==> src/rtl/cpu_types_pkg.sv <==
// Shared CPU-side types: memory word, RAM status encoding and the arbiter's state set.
package cpu_types_pkg;

  typedef logic [31:0] word_t;

  typedef enum logic [1:0] {
    FREE   = 2'd0,
    BUSY   = 2'd1,
    ACCESS = 2'd2,
    ERROR  = 2'd3
  } ramstate_t;

  typedef enum logic [1:0] {
    IDLE = 2'd0,
    IRD  = 2'd1,
    DRD  = 2'd2,
    DWR  = 2'd3
  } arb_state_t;

endpackage

==> src/rtl/memory_arbiter.sv <==
// Single-port RAM arbiter serving icache reads and dcache reads/writes, with
// round-robin fairness for the icache, an error counter and a transaction watchdog.
module memory_arbiter
  import cpu_types_pkg::*;
#(
  parameter int WDOG_CYCLES = 255
) (
  input  logic        CLK,
  input  logic        nRST,
  input  logic        iREN,
  input  logic [31:0] iaddr,
  output logic        iwait,
  output logic [31:0] iload,
  input  logic        dREN,
  input  logic        dWEN,
  input  logic [31:0] daddr,
  input  logic [31:0] dstore,
  output logic        dwait,
  output logic [31:0] dload,
  output logic        ramREN,
  output logic        ramWEN,
  output logic [31:0] ramaddr,
  output logic [31:0] ramstore,
  input  logic [31:0] ramload,
  input  logic [1:0]  ramstate,
  output logic        timeout,
  output logic [7:0]  errcnt
);

  localparam logic [15:0] WDOG_LIMIT = 16'(WDOG_CYCLES);

  arb_state_t  state_q, state_d;
  word_t       addr_q, addr_d;
  word_t       data_q, data_d;
  logic        ifair_q, ifair_d;
  logic [15:0] cnt_q, cnt_d;
  logic        timeout_q, timeout_d;
  logic [7:0]  errcnt_q, errcnt_d;

  ramstate_t   rs;
  logic        owner_req;
  logic        done;

  assign rs = ramstate_t'(ramstate);

  always_comb begin
    owner_req = 1'b0;
    case (state_q)
      IRD:     owner_req = iREN;
      DRD:     owner_req = dREN;
      DWR:     owner_req = dWEN;
      default: owner_req = 1'b0;
    endcase
  end

  // A withdrawn request never completes, even if the RAM answers in that cycle.
  assign done = (state_q != IDLE) && owner_req && (rs == ACCESS);

  always_comb begin
    // NOTE: every variable gets its hold value first so no path leaves it unassigned (no latches).
    state_d   = state_q;
    addr_d    = addr_q;
    data_d    = data_q;
    ifair_d   = ifair_q;
    cnt_d     = cnt_q;
    timeout_d = timeout_q;
    errcnt_d  = errcnt_q;

    if (state_q == IDLE) begin
      if (ifair_q && iREN) begin
        state_d = IRD;
        addr_d  = iaddr;
        ifair_d = 1'b0;
        cnt_d   = '0;
      end else if (dWEN) begin
        state_d = DWR;
        addr_d  = daddr;
        data_d  = dstore;
        cnt_d   = '0;
      end else if (dREN) begin
        state_d = DRD;
        addr_d  = daddr;
        cnt_d   = '0;
      end else if (iREN) begin
        state_d = IRD;
        addr_d  = iaddr;
        ifair_d = 1'b0;
        cnt_d   = '0;
      end
    end else begin
      cnt_d = cnt_q + 16'd1;
      if (!owner_req) begin
        state_d = IDLE;
      end else if (rs == ACCESS) begin
        state_d = IDLE;
        if (state_q != IRD && iREN) ifair_d = 1'b1;
      end else if (rs == ERROR) begin
        state_d = IDLE;
        if (errcnt_q != 8'hFF) errcnt_d = errcnt_q + 8'd1;
      end else if (cnt_d >= WDOG_LIMIT) begin
        state_d   = IDLE;
        timeout_d = 1'b1;
      end
    end
  end

  // NOTE: sequential state uses non-blocking assignments so all flops update together at the edge.
  // NOTE: the state flop resets asynchronously, so the RAM strobes fall the instant nRST goes low.
  always_ff @(posedge CLK or negedge nRST) begin
    if (!nRST) begin
      state_q   <= IDLE;
      addr_q    <= '0;
      data_q    <= '0;
      ifair_q   <= 1'b0;
      cnt_q     <= '0;
      timeout_q <= 1'b0;
      errcnt_q  <= '0;
    end else begin
      state_q   <= state_d;
      addr_q    <= addr_d;
      data_q    <= data_d;
      ifair_q   <= ifair_d;
      cnt_q     <= cnt_d;
      timeout_q <= timeout_d;
      errcnt_q  <= errcnt_d;
    end
  end

  assign ramREN   = (state_q == IRD) || (state_q == DRD);
  assign ramWEN   = (state_q == DWR);
  assign ramaddr  = addr_q;
  assign ramstore = data_q;

  assign iwait = !(done && state_q == IRD);
  assign dwait = !(done && (state_q == DRD || state_q == DWR));
  assign iload = ramload;
  assign dload = ramload;

  assign timeout = timeout_q;
  assign errcnt  = errcnt_q;

endmodule
==> config.mk <==
export PLATFORM = sky130hd
export DESIGN_NAME = memory_arbiter
export DESIGN_NICKNAME = d
export VERILOG_FILES = /design/src/rtl/cpu_types_pkg.sv /design/src/rtl/memory_arbiter.sv
export SDC_FILE = /design/constraint.sdc
export NUM_CORES = 1
export LEC_CHECK = 0
export BUFFER_PORTS_ARGS = -buffer_cell sky130_fd_sc_hd__buf_2
export CORE_MARGIN = 1
export CORE_UTILIZATION = 35
export DETAILED_ROUTE_END_ITERATION = 8
export PLACE_DENSITY = 0.69
export SKIP_CTS_REPAIR_TIMING = 1
export SLEW_MARGIN = 25
export SYNTH_ARGS = -nofsm -noshare
export SYNTH_HDL_FRONTEND = slang
export SYNTH_SLANG_ARGS = --single-unit
export TNS_END_PERCENT = 30
==> constraint.sdc <==
create_clock -name CLK -period 2.75 [get_ports CLK]
set_clock_uncertainty 0.15 [all_clocks]
set_input_delay 0.275 -clock CLK [delete_from_list [all_inputs] [get_ports CLK]]
set_output_delay 0.275 -clock CLK [all_outputs]
set_load 0.02 [all_outputs]
== Yosys cells after proc, flatten, opt, wreduce, memory -nomap -nowiden ==
Index checks and enable logic that the tools add are counted.

* Flip-flop bits (word level): 92
* Input bits: 135

* Order comparisons: 1
* Multiplexer cells: 27
* Equality and inequality tests: 12
* Reductions and logical operators: 22
* Add/sub/neg operators: 2
* Bitwise gates (word level): 4

{| class="wikitable"
|+ Operator list
! operator !! number
|-
| 32-bit 2-to-1 mux || 4
|-
| 16-bit 2-to-1 mux || 5
|-
| 2-bit 2-to-1 mux || 9
|-
| 16-bit by 1-bit adder with 16-bit output (second input constant) || 1
|-
| 16-bit by 8-bit >= comparator with 1-bit output (second input constant) || 1
|-
| 5-bit AND reduction || 2
|-
| 3-bit by 2-bit inequality test with 1-bit output (second input constant) || 3
|-
| 8-bit by 1-bit adder with 8-bit output (second input constant) || 1
|-
| 2-bit == test (second input constant) || 4
|-
| 1-bit 2-to-1 mux || 8
|-
| 8-bit inequality test (second input constant) || 1
|-
| 2-bit nonzero test || 4
|-
| 1-bit logical AND || 6
|-
| 6-bit AND reduction || 1
|-
| 5-bit by 1-bit inequality test with 1-bit output (second input constant) || 1
|-
| 5-bit by 4-bit inequality test with 1-bit output (second input constant) || 1
|-
| 1-bit NOT || 4
|-
| 2-bit AND reduction || 2
|-
| 4-bit nonzero test || 1
|-
| 1-bit case mux with 3 select lines || 1
|-
| 3-bit AND reduction || 1
|-
| 2-bit by 1-bit == test with 1-bit output (second input constant) || 1
|-
| 1-bit zero test || 2
|-
| 2-bit zero test || 1
|-
| 2 further kinds || 3
|}

== Logic depth before layout (Yosys ltp) ==
* Depth after elaboration: 7
* Mapped depth: 9

== Least setup slack after synthesis ==
No wires, ideal clock.

* Kind: reg2reg
* Start: register cnt_q[1]
* End: register state_q[1]
* Arrival: 2.047 ns
* Buffers on the path: 0
* Stages on the path, launching flop included: 8
* Path slack: 0.480 ns
* Period minus slack after synthesis: 2.270 ns
* Path through: dfrtp_1 > ha_1 > nand3_1 > nor4_1 > xnor2_1 > o2111ai_1 > or4_4 > a21oi_2

* Longest elaborated chain between the ends: 4

{| class="wikitable"
|+ Ends and longest elaborated chain
! what !! line !! source
|-
| start: declaration || memory_arbiter.sv:36 || <nowiki>logic [15:0] cnt_q, cnt_d;</nowiki>
|-
| start signal: assignment || memory_arbiter.sv:123 || <nowiki>cnt_q <= cnt_d;</nowiki>
|-
| 16-bit by 1-bit adder with 16-bit output || memory_arbiter.sv:91 || <nowiki>cnt_d = cnt_q + 16'd1;</nowiki>
|-
| 16-bit by 8-bit >= comparator with 1-bit output || memory_arbiter.sv:100 || <nowiki>end else if (cnt_d >= WDOG_LIMIT) begin</nowiki>
|-
| 5-bit by 1-bit inequality test with 1-bit output (no source line) || -- ||
|-
| 2-bit AND reduction (no source line) || -- ||
|-
| end signal: assignment || memory_arbiter.sv:119 || <nowiki>state_q <= state_d;</nowiki>
|-
| end: declaration || memory_arbiter.sv:32 || <nowiki>arb_state_t state_q, state_d;</nowiki>
|}

No other way between the ends.
A chain may end at the register's enable or synchronous reset.

== Worst setup path after layout ==
Same ends and word-level chain as after synthesis.

==> impl_metrics.tcl <==
set metrics [dict create \
    run_status "finished clean" \
    swShare 0.413 \
    cpMaxStageDelayCell "or4_4" \
    first_global_vias 3576 \
    vdd_drop_max_mv 0.449 \
    initial_utilization 0.358 \
    setup_violations 0 \
    worst_r2r_path_depth 7 \
    r2r_start "cnt_q[1]" \
    holdPathEnd "ramstore[20]" \
    drt_iter0_drc 119 \
    drive_above_1_share 0.426 \
    synthCells 445 \
    cp_num_buf_inv 0 \
    yosys-top-cells-area "dfrtp_1 (49%), buf_4 (10%), mux2i_1 (7.2%)" \
    cts.sinks 92 \
    crit_arrival_ps 2610 \
    num_vias 3519 \
    period_minus_slack_ps 2480 \
    area_growth_pct 20.3 \
    pin_count 276 \
    cts_made_buffers 9 \
    grt_usage 0.156 \
    clock-root-buffer "clkbuf_16" \
    avgRoutedWirePerCell_um 14.4 \
    die-height_um 118 \
    multi_input_area_mm2 0.00188 \
    worstMarginPinSlew_ps 638 \
    ys_types 42 \
    path_cells "ha_1 -> nand3_1 -> nor4_1 -> xnor2_1 -> o2111ai_1 -> or4_4 -> a21oi_2" \
    dieArea_mm2 0.0140 \
    hpwl_mm 8.14 \
    hold_class "primary input to register" \
    gp_congestion 0.819 \
    finalHoldViolCount 0 \
    pwr-share-comb 0.421 \
    htree_levels 3 \
    io_buffers 179 \
    pwr-share-seq 0.376 \
    rr_endpoint "state_q[1]" \
    clk_pin_slew_worst_paths_ps 70 \
    powerDensity_mw_per_mm2 1040 \
    antenna_found_initial 0 \
    drtAntennaViolNets 0 \
    clk_latency_ps 340 \
    syn_avg_cell_area_um2 10.7 \
    layout_commonest_cell "buf_2" \
    final_cell_mix "buf_2 (178), dfrtp_1 (92), nand2_1 (56)" \
    core_area_mm2 0.0132 \
    p_clk_frac 0.203 \
    syn_area_mm2 0.00474 \
    cp_slowest_stage_delay_ps 580 \
    power.switching_mw 2.44 \
    drc 0 \
    period_share 0.903 \
    max_slew_margin 0.575 \
    min_from "dstore[20]" \
    fill_cells 1282 \
    fp.dieW_um 118 \
    clock_path_buffers 2 \
    grt.overflow.total 0 \
    fmax_ghz 0.403 \
    cts_tree "built" \
    synth-seq-cells 92 \
    grt_setup_unrepaired "no" \
    p_int_mw 3.48 \
    crit_family "simple AND/OR/NAND/NOR gates" \
    startpoint_type "register" \
    yosysWarnings 0 \
    finalPower_mw 5.92 \
    critPathMaxFanout 7 \
    end_kind "register" \
    vias_per_cell 4.74 \
    fin_nets 703 \
    synth_top_area_cell "dfrtp_1" \
    maxSlewViolCount 0 \
    maxCapViolCount 0 \
    seqCellArea_mm2 0.00230 \
    diodes 0 \
    dr.pass1.iters 4 \
    synthDominantCellAreaShare 0.486 \
    post-route-util 0.431 \
    fin_tns_setup_ps 0 \
    wl_mm 10.7 \
    yosysSeqAreaShare 0.486 \
    leakage_nw 2.82 \
    rows 42 \
    grt_max_degree 67 \
    min_path_cells 2 \
    path_class "register to register" \
    syn_nets 587 \
    grt_pass1_wl_mm 17.3 \
    r2r_setup_slack_ps 270 \
    cp_data_required_time_ps 2880 \
]
==> layout make-up <==
type,instances,area share
Clock buffer,9,0.0395
Clock inverter,7,0.0112
Inverter,4,0.00263
Multi-Input combinational cell,263,0.329
Sequential cell,92,0.404
Tap cell,176,0.0386
Timing Repair Buffer,191,0.175
==> metal layers <==
| metal | GRT usage | part of all wire | up-vias |
|---|---|---|---|
| met2 | 0.265 | 0.48 | 158 |
| met3 | 0.0415 | 0.069 | 37 |
| li1 | - | - | 1703 |
| met5 | 0 | 0 | - |
| met1 | 0.184 | 0.42 | 1621 |
| met4 | 0.0704 | 0.026 | 0 |
==> worst max-delay path by stage <==
stage | startpoint | to | slack, ps | cells after the start
6_report | cnt_q[1] | state_q[1] | 270 | 7
3_3_place_gp | cnt_q[1] | state_q[1] | 330 | 7
2_1_floorplan | cnt_q[1] | state_q[1] | 480 | 7
4_1_cts | cnt_q[1] | state_q[1] | 260 | 7
3_5_place_dp | cnt_q[1] | state_q[1] | 270 | 7
5_1_grt | cnt_q[1] | state_q[0] | 30 | 7
==> state kept, by name, summed over array words and instances, names as in the netlist <==
| signal | flops |
|---|---|
| cnt_q | 16 |
| timeout | 1 |
| ifair_q | 1 |
| ramstore | 32 |
| state_q | 2 |
| errcnt | 8 |
| ramaddr | 32 |
==> worst reg2reg max path, stage by stage, from the launching register on <==
cell and delay (ps):
dfrtp_1 470, ha_1 230, nand3_1 220, nor4_1 300, xnor2_1 180, o2111ai_1 170
or4_4 580, a21oi_2 130
==> logic make-up (layout without fill, tap and decap cells) <==
| kind of cell | count (synthesis) | after routing | synth area share |
|---|---|---|---|
| adders and majority gates | 7 | 7 | 0.0185 |
| and+or+nand+nor | 100 | 100 | 0.106 |
| AOI/OAI and AO/OA | 70 | 70 | 0.0823 |
| buffers and inverters | 90 | 211 | 0.122 |
| muxes | 67 | 67 | 0.150 |
| xor gates and xnor gates | 19 | 19 | 0.0351 |
| DFF | 92 | 92 | 0.486 |
==> metrics by stage <==
step / std cells / area, um2 / hold slack (ps) / setup slack [ps]
after CTS: 738 / 5660 / -186 / 263
after floorplan: 445 / 4740 / -171 / 480
after global placement: 722 / 5380 / 185 / 330
after detailed placement: 722 / 5380 / 193 / 271
final: 742 / 5700 / 9.87 / 267
after global routing: 742 / 5700 / 2.34 / 31.4
==> cells in the mapped netlist, drive strengths merged <==
cell / n
a21oi: 9
a222oi: 1
a31oi: 1
a41oi: 1
and3: 2
and4: 2
and4b: 1
buf: 71
clkbuf: 15
dfrtp: 92
ha: 7
inv: 4
mux2: 33
mux2i: 34
nand2: 56
nand2b: 1
nand3: 7
nand4: 7
nor2: 9
nor3: 5
nor3b: 2
nor4: 4
nor4b: 1
o2111ai: 1
o211ai: 1
o21a: 1
o21ai: 49
o21bai: 2
o22ai: 1
o31ai: 3
or3: 2
or4: 1
xnor2: 16
xor2: 3
==> power groups by stage <==
stage          Combinational (mW)  Clock [mW]  Sequential [mW]
3_3_place_gp                 2.47           0             2.24
5_1_grt                      2.72        1.29             2.30
6_report                     2.50        1.20             2.23
3_5_place_dp                 2.54           0             2.25
2_1_floorplan                1.15           0             2.83
4_1_cts                      2.53        1.23             2.24
(Power assumes the default switching activity.)
